File: src/rtl/mem_io_unit_pkg.sv
// Shared encodings for the pP core memory/IO access stage.
package mem_io_unit_pkg;

  localparam logic [3:0] KIND_MEMIO = 4'b0011;

  localparam logic [1:0] FN_LOAD  = 2'b00;
  localparam logic [1:0] FN_STORE = 2'b01;
  localparam logic [1:0] FN_OUT   = 2'b10;
  localparam logic [1:0] FN_NOP   = 2'b11;

  typedef enum logic [1:0] {
    IDLE   = 2'd0,
    ACCESS = 2'd1,
    DONE   = 2'd2
  } state_t;

endpackage

File: src/rtl/mem_io_unit_bus_timeout_ctr.sv
// Saturating 8-bit wait counter; expired flags the last cycle allowed before abort.
module bus_timeout_ctr #(
  parameter int unsigned TIMEOUT = 15
) (
  input  logic ck,
  input  logic res,
  input  logic clear,
  input  logic enable,
  output logic expired
);

  localparam logic [7:0] LIMIT = 8'(TIMEOUT - 1);

  logic [7:0] cnt_q, cnt_d;

  always_comb begin
    cnt_d = cnt_q;
    if (clear) begin
      cnt_d = '0;
    end else if (enable && (cnt_q != '1)) begin
      cnt_d = cnt_q + 8'd1;
    end
  end

  always_ff @(posedge ck) begin
    if (res) begin
      cnt_q <= '0;
    end else begin
      cnt_q <= cnt_d;
    end
  end

  assign expired = (cnt_q == LIMIT);

endmodule

File: src/rtl/mem_io_unit.sv
// Memory/IO access stage: handshaked bus load/store, output port, timeout abort.
module mem_io_unit
  import mem_io_unit_pkg::*;
#(
  parameter int unsigned TIMEOUT  = 15,
  parameter logic [7:0]  ERR_DATA = 8'hFF
) (
  input  logic       ck,
  input  logic       res,
  input  logic       ck2,
  input  logic [3:0] kind,
  input  logic [1:0] fn2,
  input  logic [7:0] addr,
  input  logic [7:0] store_d,
  input  logic       bus_ack,
  input  logic [7:0] bus_rdata,
  output logic       bus_req,
  output logic       bus_we,
  output logic [7:0] bus_addr,
  output logic [7:0] bus_wdata,
  output logic [7:0] io_out,
  output logic [7:0] load_d,
  output logic       busy,
  output logic       err
);

  state_t     state_q, state_d;
  logic       bus_req_q, bus_req_d;
  logic       bus_we_q, bus_we_d;
  logic [7:0] bus_addr_q, bus_addr_d;
  logic [7:0] bus_wdata_q, bus_wdata_d;
  logic [7:0] io_out_q, io_out_d;
  logic [7:0] load_d_q, load_d_d;
  logic       busy_q, busy_d;
  logic       err_q, err_d;

  logic launch;
  logic launch_bus;
  logic expired;

  assign launch     = (state_q == IDLE) && (kind == KIND_MEMIO) && ck2;
  assign launch_bus = launch && ((fn2 == FN_LOAD) || (fn2 == FN_STORE));

  bus_timeout_ctr #(
    .TIMEOUT (TIMEOUT)
  ) u_timeout_ctr (
    .ck      (ck),
    .res     (res),
    .clear   (launch_bus),
    .enable  ((state_q == ACCESS) && !bus_ack),
    .expired (expired)
  );

  always_comb begin
    state_d     = state_q;
    bus_req_d   = bus_req_q;
    bus_we_d    = bus_we_q;
    bus_addr_d  = bus_addr_q;
    bus_wdata_d = bus_wdata_q;
    io_out_d    = io_out_q;
    load_d_d    = load_d_q;
    busy_d      = busy_q;
    err_d       = err_q;

    unique case (state_q)
      IDLE: begin
        if (launch_bus) begin
          bus_addr_d  = addr;
          bus_wdata_d = store_d;
          bus_we_d    = fn2[0];
          bus_req_d   = 1'b1;
          busy_d      = 1'b1;
          state_d     = ACCESS;
        end else if (launch && (fn2 == FN_OUT)) begin
          io_out_d = store_d;
        end
      end
      ACCESS: begin
        // Ack is tested first so an ack on the expiry cycle completes normally.
        if (bus_ack) begin
          bus_req_d = 1'b0;
          if (!bus_we_q) load_d_d = bus_rdata;
          state_d = DONE;
        end else if (expired) begin
          bus_req_d = 1'b0;
          err_d     = 1'b1;
          if (!bus_we_q) load_d_d = ERR_DATA;
          state_d = DONE;
        end
      end
      DONE: begin
        busy_d  = 1'b0;
        state_d = IDLE;
      end
      default: state_d = IDLE;
    endcase
  end

  always_ff @(posedge ck) begin
    if (res) begin
      state_q     <= IDLE;
      bus_req_q   <= 1'b0;
      bus_we_q    <= 1'b0;
      bus_addr_q  <= '0;
      bus_wdata_q <= '0;
      io_out_q    <= '0;
      load_d_q    <= '0;
      busy_q      <= 1'b0;
      err_q       <= 1'b0;
    end else begin
      state_q     <= state_d;
      bus_req_q   <= bus_req_d;
      bus_we_q    <= bus_we_d;
      bus_addr_q  <= bus_addr_d;
      bus_wdata_q <= bus_wdata_d;
      io_out_q    <= io_out_d;
      load_d_q    <= load_d_d;
      busy_q      <= busy_d;
      err_q       <= err_d;
    end
  end

  assign bus_req   = bus_req_q;
  assign bus_we    = bus_we_q;
  assign bus_addr  = bus_addr_q;
  assign bus_wdata = bus_wdata_q;
  assign io_out    = io_out_q;
  assign load_d    = load_d_q;
  assign busy      = busy_q;
  assign err       = err_q;

endmodule

File: config.mk
export PLATFORM = sky130hd
export DESIGN_NAME = mem_io_unit
export DESIGN_NICKNAME = d
export VERILOG_FILES = /design/src/rtl/mem_io_unit_pkg.sv /design/src/rtl/mem_io_unit_bus_timeout_ctr.sv /design/src/rtl/mem_io_unit.sv
export SDC_FILE = /design/constraint.sdc
export NUM_CORES = 1
export LEC_CHECK = 0
export BUFFER_PORTS_ARGS = -buffer_cell sky130_fd_sc_hd__buf_2
export CAP_MARGIN = 15
export CELL_PAD_IN_SITES_DETAIL_PLACEMENT = 1
export CELL_PAD_IN_SITES_GLOBAL_PLACEMENT = 2
export CORE_ASPECT_RATIO = 0.75
export CORE_MARGIN = 2
export CORE_UTILIZATION = 32
export DETAILED_ROUTE_END_ITERATION = 10
export PLACE_DENSITY = 0.9
export SLEW_MARGIN = 40
export SYNTH_ARGS = -nofsm -noshare
export SYNTH_HDL_FRONTEND = slang
export SYNTH_HIERARCHICAL = 1
export SYNTH_SLANG_ARGS = --single-unit
File: constraint.sdc
create_clock -name ck -period 3.9 [get_ports ck]
set_input_delay 0.195 -clock ck [delete_from_list [all_inputs] [get_ports ck]]
set_output_delay 0.195 -clock ck [all_outputs]
set_load 0.05 [all_outputs]
* Word level (Yosys, flattened, before mapping)
Cells that the tools add are included.
** Word-level totals
- Memories kept :: 0
- Memory bits (read-only) :: 0
- Register bits after elaboration :: 46
- Bits in latches :: 0
- Memory bits (writable) :: 0
** Operators by class
- Add/sub/neg operators :: 1
- Multipliers :: 0
- Magnitude comparators :: 0
- Multiplexer cells :: 13
- Div/mod/pow operators :: 0
- Equal/unequal tests :: 9
- Bitwise gates (word level) :: 3
- Shift operators :: 0
- Reductions and logical operators :: 21
** Operators with widths (count)
- two-way mux 8 bit :: 4
- AND reduction 3 bit :: 4
- adder 8 x 1 -> 8 bit (second input constant) :: 1
- == test 8 x 4 -> 1 bit (second input constant) :: 1
- != test 8 bit (second input constant) :: 1
- logical AND 1 bit :: 6
- two-way mux 2 bit :: 3
- AND reduction 2 bit :: 3
- nonzero test 2 bit :: 3
- == test 2 x 1 -> 1 bit (second input constant) :: 2
- == test 2 bit (second input constant) :: 2
- == test 4 x 2 -> 1 bit (second input constant) :: 1
- logical NOT 2 bit :: 2
- case mux 1 bit (2 select lines) :: 2
- case mux 2 bit (2 select lines) :: 1
- two-way mux 1 bit :: 3
- != test 3 bit (second input constant) :: 1
- NOT 1 bit :: 3
- != test 2 bit (second input constant) :: 1
- OR reduction 2 bit :: 1
- logical NOT 1 bit :: 1
- logical OR 1 bit :: 1

* Depth between registers and ports, before layout
Gate-level depths: netlist of the first run.
- Depth in word-level cells :: 6
- Depth in mapped cells :: 8
- Mapped depth without buffers :: 7

* By module
Netlist of the first run, hierarchy kept.
** Modules (own cells, without submodules)
- mem_io_unit :: cells an instance 164, instances 1, area an instance 1666.6 µm²
- bus_timeout_ctr :: cells an instance 57, instances 1, area an instance 457.9 µm²

* Worst setup path before layout of the first run
Ideal clock, no wire load.
- Path type :: flip-flop to flip-flop
- Start point :: reg state_q[1]
- End point :: reg u_timeout_ctr.cnt_q[5]
- Clock period less this slack :: 1.821 ns
- Stages on the path, launching flop included :: 9
- Arrival :: 1.747 ns
- Path slack :: 2.079 ns
- Required time :: 3.826 ns
- Cell sequence :: dfxtp_1 nor2_2 and4b_1 buf_6 buf_12 or2_0 buf_2 or4_1 o21ai_0
** On the way
- Longest elaborated chain between the ends :: 5
- Elaborated cells between the ends (all ways) :: 8
** Ends and longest elaborated chain
- start, declared :: RTL line mem_io_unit.sv:27 : state_t state_q, state_d;
- start signal, assigned :: RTL line mem_io_unit.sv:111 : state_q <= state_d;
- logical NOT 2 bit :: RTL line mem_io_unit.sv:41 : assign launch = (state_q == IDLE) && (kind == KIND_MEMIO) && ck2;
- logical AND 1 bit (2 in series) :: RTL line mem_io_unit.sv:41
- logical AND 1 bit :: RTL line mem_io_unit.sv:42 : assign launch_bus = launch && ((fn2 == FN_LOAD) || (fn2 == FN_STORE));
- named net launch_bus :: RTL line mem_io_unit.sv:38 : logic launch_bus;
- OR reduction 2 bit (no line)
- end signal, assigned :: RTL line mem_io_unit_bus_timeout_ctr.sv:29 : cnt_q <= cnt_d;
- end, declared :: RTL line mem_io_unit_bus_timeout_ctr.sv:14 : logic [7:0] cnt_q, cnt_d;
The timed path passes the listed nets, and every way through them passes these cells.
A chain may end at the register's enable or synchronous reset.

* Final worst setup path of the first run
- Start point :: reg state_q[0]
- End point :: reg u_timeout_ctr.cnt_q[7]
** On the way
- Longest elaborated chain between the ends :: 5
- Elaborated cells between the ends (all ways) :: 8
** Ends and longest elaborated chain (RTL line)
- logical NOT 2 bit :: mem_io_unit.sv:41
- logical AND 1 bit (2 in series) :: mem_io_unit.sv:41
- logical AND 1 bit :: mem_io_unit.sv:42
- OR reduction 2 bit (no line)
Parallel ways exist; a longest one is shown, timed or not.

==> metrics.md, run 1 <==
| Metric | Value |
|---|---|
| Sequential share of the synthesized area | a little over two fifths |
| Synth Cell Area | 0.00212 mm^2 |
| Final hold violation count | 0 |
| Min-Delay Path Class | input port to register |
| Via density | just under 5 |
| PD cells | 323 mW/mm^2 |
| Share of layout cells above drive strength 1 | 29.1% |
| Syn Nets | 257 |
| Area growth, synth to finish | 20.3% |
| Sink Count | 46 |
| Max Cap Viol | 0 |
| Synth cell types | 39 |
| Die H | about 75 um |
| WP data required | approximately 4.1 ns |
| Most frequent cells in the layout | buf_2, dfxtp_1, nand2b_1, mux2i_1 |
| Mux cell area share after synthesis | around 12% |
| Clock Latency Late Sink | 0.31 ns |
| Design area | around 0.0026 mm^2 |
| Setup Total Neg Slack | 0 ns |
| Core ar. | approximately 0.0063 mm^2 |
| Hold_buf cts | 0 |
| Launching point of the worst reg2reg path | state_q[0] |
| Residual DRC count | 0 |
| Crit-path cells | nor3b_1 -> nand4_1 -> a2111oi_0 -> nor3b_1 |
| Total I/O pin count | 70 |
| Post-synth EDFFs | 0 |
| Worst hold margin | 0.141 ns |
| Max clock buf depth | 2 |
| Post-Place Cell Area | between 0.002 and 0.0025 mm^2 |
| Die width | roughly 100 um |
| H-tree depth | 2 |
| Final core occ | approximately two fifths |
| Largest net degree at the start of global routing | 58 |
| Drt initial violations | 36 |
| Post-DP HPWL | about 3700 um |
| CTS tree | done |
| Peak supply drop | approximately 160 uV |
| Post-CTS Setup Inserts | 0 |
| Flop-to-flop setup slack | approximately 1.8 ns |
| Initial Utilization | 33.5% |
| Reg clk slew, reported paths | roughly 0.090 ns |
| Total congestion overflow after global routing | 0 |
| Simple-gate share of the synthesized area | between 20% and 30% |
| Filler cells | ~750 |
| Synth Area in Compound Gates | under 10% |
| Number of global-route vias before repair | roughly 1800 |
| Final WL | roughly 5200 um |
| R2r endpoint | u_timeout_ctr/cnt_q[7] |
| Mean post-synth cell area | between 9 and 10 um^2 |
| Root Driver | clkbuf_8 |
| Async S/R FF share, synth | 0% |
| # setup viols final | 0 |
| Largest family of logic cells by synthesized area | simple AND/OR/NAND/NOR gates |
| CP Data Arrival Time | 2.26 ns |
| Pleak | about 1.1 nW |
| RSZ-0062 raised after global routing | no |
| GPL Wtd Cong | ~0.76 |
| GRT Resource Usage Total | 14.7% |
| Setup CP Type | register to register |
| Critical Path Most Common Cell | nor3b_1 |
| Slowest cell on crit path | nor3b_1 |
| FP Rows | 25 |
| Slew Limit Fails | 0 |
| Crit end category | register |
| Worst Hold Launch | addr[4] |
| Ys Warns | 6 |
| Gates resized, CTS repair | 0 |
| Final Cycle Share | 53.2% |
| Post-route minimum period | 2.08 ns |
| ANT nets after route | 0 |
| Worst Max-Slew Pin Slew | just under 0.8 ns |
| Max transition margin | 48.1% |
| Antenna diode instance count | 0 |
| Status | completed |
| Die ar. | 0.00731 mm^2 |
| FF+latch count, synth | 46 |
| Detailed-route via count | approximately 1800 |
| Dominant synthesized flop cell | dfxtp_1 |
| Worst Reg2Reg Path Length in Cells | 4 |
| Clock skew | about 0.011 ns |
| Post-synthesis instance total | approximately 220 |
| Hold endpoint | bus_addr[4] |
| Worst Path Max Fanout | 7 |
| 1st-pass router iterations | 4 |
| Average wire per standard cell | approximately 14 um |
| Global-route wire length before repair | approximately 8500 um |
| Synth Area in Adders | roughly 1.2% |
| Xor and xnor area share after synthesis | 0% |
| IO Port Bufs | slightly below 70 |
| Fmax | just under 0.5 GHz |
| Initial antenna violation count | 0 |
| Nets | 317 |
| Worst setup SP type | register |
| Crit path largest cell delay | ~0.64 ns |
| Commonest non-fill, non-tap cell in the layout | buf_2 |
| Hold Path Stages | 3 |
| CTS Buf Count | 5 |
state kept, by name (all words and copies together), names as in the netlist:
signal,flops
busy,1
io_out,8
bus_req,1
u_timeout_ctr/cnt_q,8
load_d,8
bus_wdata,8
err,1
bus_we,1
state_q,2
bus_addr,8
layer usage:
layer	routed length, um	share of wire, %	track usage, %	vias to the layer above
met1	2600	50	19.2	847
li1	-	-	-	892
met5	0	0	0	-
met3	340	6.5	5.73	5
met4	38	0.73	4.17	0
met2	2250	43	22.8	49
report_power, final:
group / total [mW] / internal (mW) / switching, mW
Sequential: 0.473 / 0.472 / 0.00170
Combinational: 0.0618 / 0.0281 / 0.0337
Clock: 0.291 / 0.127 / 0.164
area by class of cell:
| cell class | count | area (um^2) | share of cell area (%) |
|---|---|---|---|
| Inverter | 5 | 18.8 | 0.735 |
| Tap cell | 81 | 101 | 3.97 |
| Clock inverter | 2 | 13.8 | 0.539 |
| Timing Repair Buffer | 70 | 355 | 13.9 |
| Multi-Input combinational cell | 153 | 1070 | 42.0 |
| Sequential cell | 46 | 921 | 36.0 |
| Clock buffer | 6 | 72.6 | 2.84 |
worst max-delay path by stage:
stage                           from                     end  slack [ns]  cells after the start
after floorplan           state_q[1]  u_timeout_ctr/cnt_q[5]        2.08                      8
after global placement    state_q[0]  u_timeout_ctr/cnt_q[7]        1.98                      4
after detailed placement  state_q[0]  u_timeout_ctr/cnt_q[7]        1.88                      4
after CTS                 state_q[0]  u_timeout_ctr/cnt_q[7]        1.86                      4
after global routing      state_q[0]  u_timeout_ctr/cnt_q[7]        1.61                      4
final                     state_q[0]  u_timeout_ctr/cnt_q[7]        1.82                      4
synth_stat cells (5+ instances only):
cell type | number | area, um^2
nor4b_1 | 8 | 70.1
nand2_1 | 10 | 37.5
dfxtp_1 | 46 | 921
nand2b_1 | 43 | 269
mux2i_1 | 26 | 260
inv_1 | 5 | 18.8
o21ai_0 | 6 | 30.0
nor3_1 | 10 | 50.1
clkbuf_1 | 9 | 33.8
a21oi_1 | 6 | 30.0
a31oi_1 | 10 | 62.6
metrics by stage:
step / total power, mW / worst slack, ns / std cells
after floorplan: 0.523 / 2.08 / 221
after global placement: 0.546 / 1.98 / 355
after detailed placement: 0.547 / 1.88 / 355
after CTS: 0.845 / 1.86 / 363
after global routing: 0.866 / 1.61 / 363
final: 0.826 / 1.82 / 363
worst max-delay path: cells and delay by family, from the launching register on:
| family | cells | cell delay, ns |
|---|---|---|
| DFF | 1 | 0.40 |
| and+or+nand+nor | 3 | 1.10 |
| AOI/OAI and AO/OA | 1 | 0.45 |
cells by family (layout without fill, tap and decap cells):
family / Yosys count / after routing
buffers and inverters: 22 / 83
AND/OR/NAND/NOR: 95 / 95
AO/OA/AOI/OAI: 30 / 30
multiplexers: 26 / 26
adder cells (fa/ha/maj): 2 / 2
flip-flops: 46 / 46
Power figures use the tool's default switching activity.
==> run 2: changes to the inputs <==
Settings changed: CORE_UTILIZATION 32 to 27, PLACE_DENSITY 0.9 to 0.82.
Clock period 3.9 ns to 1.9 ns, I/O delays scaled along.
==> run 2 against run 1 <==
Effect of this change:
- maximum frequency rose by 20%
- worst setup slack worse by 1.7 ns
- largest power group unchanged
- critical path depth up 1
- sequential share of layout area is 1.4 points lower
- sequential cell count is the same
- non-clock buffer count increased by 6
- first-iteration DRC count grew 94%
- via count grew 1.2%
- critical path type unchanged
- die area up 18%
==> metrics.md, run 2 (synthesized netlist as in run 1, its figures left out) <==
| Metric | Value |
|---|---|
| Total power | approximately 1.9 mW |
| PD cells | between 700 and 800 mW/mm^2 |
| Crit path largest cell delay | 0.52 ns |
| CTS Buf Count | 5 |
| IO Port Bufs | 69 |
| GRT Resource Usage Total | between 10% and 20% |
| Detailed-route via count | 1814 |
| Worst Path Max Fanout | 5 |
| Final Non-Filler Cells | just under 400 |
| Design area | between 0.002 and 0.003 mm^2 |
| Max transition margin | between 70% and 80% |
| Via density | approximately 4.7 |
| Share of layout cells above drive strength 1 | a little under a third |
| Hold_buf cts | 0 |
| Fmax | 0.577 GHz |
| ANT nets after route | 0 |
| Internal | approximately 1.4 mW |
| Placed cells | between 300 and 400 |
| Reg clk slew, reported paths | approximately 0.09 ns |
| Peak supply drop | 279 uV |
| WP data required | approximately 2.1 ns |
| Crit end category | register |
| CP Data Arrival Time | between 1.5 and 2 ns |
| Core ar. | between 0.007 and 0.008 mm^2 |
| Clk pwr share | about two fifths |
| Clock skew | approximately 0.0051 ns |
| Residual DRC count | 0 |
| Final WL | about 5600 um |
| Die ar. | 0.00860 mm^2 |
| Crit-path cells | nor2_2 -> and4b_1 -> or2_0 -> or4_1 -> o21ai_0 |
| Area growth, synth to finish | 25.0% |
| Filler cells | a little over 900 |
| Initial Utilization | between 20% and 30% |
| RSZ-0062 raised after global routing | no |
| Worst setup SP type | register |
| Total I/O pin count | 70 |
| Total congestion overflow after global routing | 0 |
| GPL Wtd Cong | between 0.7 and 0.8 |
| Setup Total Neg Slack | 0 ns |
| Multi-input logic area | between 0.001 and 0.0015 mm^2 |
| Setup CP Type | register to register |
| Drt initial violations | 70 |
| Worst Max-Slew Pin Slew | between 0.4 and 0.5 ns |
| Die H | 80.8 um |
| Final hold violation count | 0 |
| Max clock buf depth | 2 |
| Root Driver | clkbuf_8 |
| Commonest non-fill, non-tap cell in the layout | buf_2 |
| Number of global-route vias before repair | between 1500 and 2000 |
| Register area | approximately 920 um^2 |
| # setup viols final | 0 |
| Clock Latency Late Sink | approximately 0.3 ns |
| CTS tree | done |
| Most frequent cells in the layout | buf_2, dfxtp_1, nand2b_1, mux2i_1 |
| FP Rows | 27 |
| Antenna diode instance count | 0 |
| Global-route wire length before repair | 8920 um |
| Average wire per standard cell | 14.4 um |
| H-tree depth | 2 |
| Pleak | about 1.1 nW |
| CP delay by family, top | simple AND/OR/NAND/NOR gates |
| Final Cycle Share | between 90 and 100% |
| Post-Place Cell Area | approximately 0.0025 mm^2 |
| Die width | ~110 um |
| Switching Share | 23.4% |
| Comb pwr share | 7.1% |
| WP buf/inv | 0 |
| Min-Delay Path Class | input port to register |
| Post-DP HPWL | about 4100 um |
| Initial antenna violation count | 0 |
| Sink Count | 46 |
| Max Cap Viol | 0 |
| Status | completed |
| Slowest cell on crit path | or4_1 |
| Post-route minimum period | about 1.7 ns |
| 1st-pass router iterations | 4 |
| Nets | 323 |
| Largest net degree at the start of global routing | between 40 and 50 |
| Sw Pwr | approximately 0.44 mW |
| Sequential share of power | about 52% |
| Slew Limit Fails | 0 |
## run 2: cell count changes in the layout (fill, tap and decap cells not counted), sizes merged
cell and delta:
inv +1, clkbuf -1, buf +6, clkinv -1
bufinv +1
## run 2: final timing paths
| path | depth (start not counted) | start | slack [ns] | end |
|---|---|---|---|---|
| worst max-delay path | 5 | state_q[1] | 0.17 | u_timeout_ctr/cnt_q[5] |
| worst min-delay path | 3 | addr[4] | 0.05 | bus_addr[4] |
| worst min register to register | 2 | bus_wdata[3] | 0.48 | bus_wdata[3] |
| worst max register to register | 5 | state_q[1] | 0.17 | u_timeout_ctr/cnt_q[5] |
## run 2: timing repair
action	4_1_cts	5_1_grt
endpoints found under the setup margin	0	8
gates resized for setup	0	1
setup buffers	0	0
## run 2: area by class of cell
class,count,area share (%)
Clock buffer,5,2.59
Clock inverter,3,1.65
Inverter,5,0.707
Multi-Input combinational cell,153,40.6
Sequential cell,46,34.7
Tap cell,101,4.76
Timing Repair Buffer,76,15.0
## run 2: power by group through the flow
stage	clock (mW)	combinational, mW	sequential (mW)
2_1_floorplan	0	0.0636	1.01
3_3_place_gp	0	0.131	0.995
3_5_place_dp	0	0.134	0.995
4_1_cts	0.778	0.134	0.972
5_1_grt	0.823	0.145	0.973
6_report	0.756	0.133	0.972
## run 2: through the flow
stage	utilization [%]	worst slack, ns	hold WS, ns
final	35.4	0.167	0.0459
after global routing	35.4	0.0263	0.0442
after CTS	35.3	0.131	0.0381
after detailed placement	33.8	0.176	0.371
after global placement	33.8	0.240	0.362
after floorplan	-	0.0787	0.250
## run 2: worst reg2reg max path: stages (launching register included)
cell and delay, ns:
dfxtp_1 0.41, nor2_2 0.07, and4b_1 0.24, or2_0 0.35, or4_1 0.53, o21ai_0 0.08
## run 2: routing by layer
layer	track usage (%)	wire, um	vias to the layer above
met5	0	0	-
met4	2.73	48	0
met3	3.53	246	5
met2	20.7	2530	41
met1	17.7	2780	859
li1	-	-	909
==> run 3: changes to the inputs <==
Settings changed: CORE_ASPECT_RATIO 0.75 to unset.
==> run 3 against run 2 <==
Effect of this change:
- wire length down 6.6%
- final area down 1.2%
- cell count unchanged
- clock skew up 0.0025 ns
==> metrics.md, run 3 (synthesized netlist as in run 1, its figures left out) <==
| Metric | Value |
|---|---|
| Antenna diode instance count | 0 |
| IO Port Bufs | 69 |
| Top Usage Layer GRT | met2 |
| FP Rows | 32 |
| RSZ-0062 raised after global routing | no |
| Worst Max-Slew Pin Slew | 0.714 ns |
| Slowest cell on crit path | or4_1 |
| Area growth, synth to finish | 23.5% |
| Clock Latency Late Sink | ~0.29 ns |
| Max clock buf depth | 2 |
| Setup CP Type | register to register |
| Met1 usage | 15.9% |
| Worst hold margin | 0.0482 ns |
| R2r endpoint | u_timeout_ctr/cnt_q[5] |
| Die ar. | roughly 0.0086 mm^2 |
| Max Cap Viol | 0 |
| Total I/O pin count | 70 |
| Total congestion overflow after global routing | 0 |
| Initial Utilization | between 20% and 30% |
| CP Capture Point | u_timeout_ctr/cnt_q[5] |
| Crit path largest cell delay | 0.54 ns |
| Hold_buf cts | 0 |
| Sink Count | 46 |
| WP buf/inv | 0 |
| Crit-path cells | nor2_2 -> and4b_1 -> or2_0 -> or4_1 -> o21ai_0 |
| Die width | 92.7 um |
| GRT met2 Usage | 20.7% |
| Peak supply drop | roughly 230 uV |
| Post-CTS Setup Inserts | 0 |
| Worst setup SP type | register |
| Filler cells | 928 |
| Status | completed |
| Max transition margin | a little over half |
| Min-Delay Path Class | input port to register |
| CTS Buf Count | 5 |
| Post-route minimum period | approximately 1.7 ns |
| Total power | between 1.5 and 2 mW |
| Core ar. | between 0.007 and 0.008 mm^2 |
| Pleak | approximately 1.1 nW |
| Slew Limit Fails | 0 |
| Final WL | between 5000 and 6000 um |
| Gates resized, CTS repair | 0 |
| Most frequent cells in the layout | buf_2, dfxtp_1, nand2b_1, mux2i_1 |
| Flop-to-flop setup slack | 0.16 ns |
| Number of global-route vias before repair | 1889 |
| Worst Reg2Reg Path Length in Cells | 5 |
| GPL Wtd Cong | approximately 0.71 |
| Final core occ | between 30% and 40% |
| Largest net degree at the start of global routing | 30 |
| Die H | around 90 um |
| GRT Resource Usage Total | between 10% and 20% |
| Nets | roughly 320 |
| Average wire per standard cell | approximately 13 um |
| Final hold violation count | 0 |
| Grt met3 use | between 4 and 5% |
| ANT nets after route | 0 |
| CP Data Arrival Time | between 1.5 and 2 ns |
| Commonest non-fill, non-tap cell in the layout | buf_2 |
| Initial antenna violation count | 0 |
| PD cells | between 600 and 700 mW/mm^2 |
| Drt initial violations | 44 |
| CTS tree | done |
| 1st-pass router iterations | 4 |
| Root Driver | clkbuf_8 |
| Launching point of the worst reg2reg path | state_q[1] |
| Via density | around 4.7 |
| Global-route wire length before repair | roughly 8900 um |
| Post-DP HPWL | just under 4000 um |
| WP data required | ~2.1 ns |
| CP delay by family, top | simple AND/OR/NAND/NOR gates |
| Reg clk slew, reported paths | roughly 0.08 ns |
| Critical path depth in cells | 5 |
| # setup viols final | 0 |
| Final Cycle Share | approximately 92% |
| Setup Total Neg Slack | 0 ns |
| Fmax | roughly 0.57 GHz |
| Residual DRC count | 0 |
| H-tree depth | 2 |
| Worst setup startpoint | state_q[1] |
| Crit end category | register |
| Clock skew | ~0.0076 ns |
| Share of layout cells above drive strength 1 | 30.7% |
| Detailed-route via count | about 1800 |
| Worst Path Max Fanout | 6 |
[run 3: changes by cell type in the layout (fill, tap and decap cells not counted)]
| cell | delta |
|---|---|
| clkbuf_1 | +1 |
| clkinv_2 | -1 |
| clkinvlp_4 | +1 |
| inv_6 | -1 |
| bufinv_16 | -1 |
[run 3: cell type report]
cell class	count	area (um^2)	area share, %
multi-input cells	153	1080	41.1
flip-flops and latches	46	921	35.1
repair buffers	76	398	15.2
well taps	102	128	4.86
clock buffers	6	72.6	2.77
inverters	5	18.8	0.715
clock inverters	1	7.51	0.286
[run 3: per-stage QoR]
stage / area [um^2] / std cells / setup WS (ns)
6_report: 2620 / 389 / 0.157
5_1_grt: 2620 / 389 / 0.0167
4_1_cts: 2620 / 389 / 0.160
3_5_place_dp: 2540 / 382 / 0.198
3_3_place_gp: 2540 / 382 / 0.252
2_1_floorplan: 2120 / 221 / 0.0787
[run 3: metal layers]
metal,up-vias,part of all wire [%]
met2,57,46
met4,0,0.34
met1,872,45
met3,2,8.1
li1,903,-
met5,-,0
[run 3: how the worst min path moves through the flow]
stage          cells after the start  startpoint  slack (ns)     endpoint
6_report                           3     addr[2]        0.05  bus_addr[2]
5_1_grt                            3     addr[1]        0.06  bus_addr[1]
4_1_cts                            3     addr[3]        0.04  bus_addr[3]
3_5_place_dp                       3     addr[2]        0.37  bus_addr[2]
3_3_place_gp                       3     addr[4]        0.36  bus_addr[4]
2_1_floorplan                      2     addr[3]        0.25  bus_addr[3]
[run 3: power by group]
group          internal, mW  leakage (nW)  total [mW]  switching (mW)
combinational        0.0599         0.697       0.129          0.0696
sequential            0.968         0.371       0.972         0.00342
clock                 0.253        0.0373       0.570           0.318
total                  1.28          1.10        1.67           0.391
[run 3: worst register-to-register path: cells and delay by family, from the launching register on]
kind             cells  cell delay [ns]
AO/OA/AOI/OAI        1             0.08
flip-flops           1             0.42
AND/OR/NAND/NOR      4             1.17
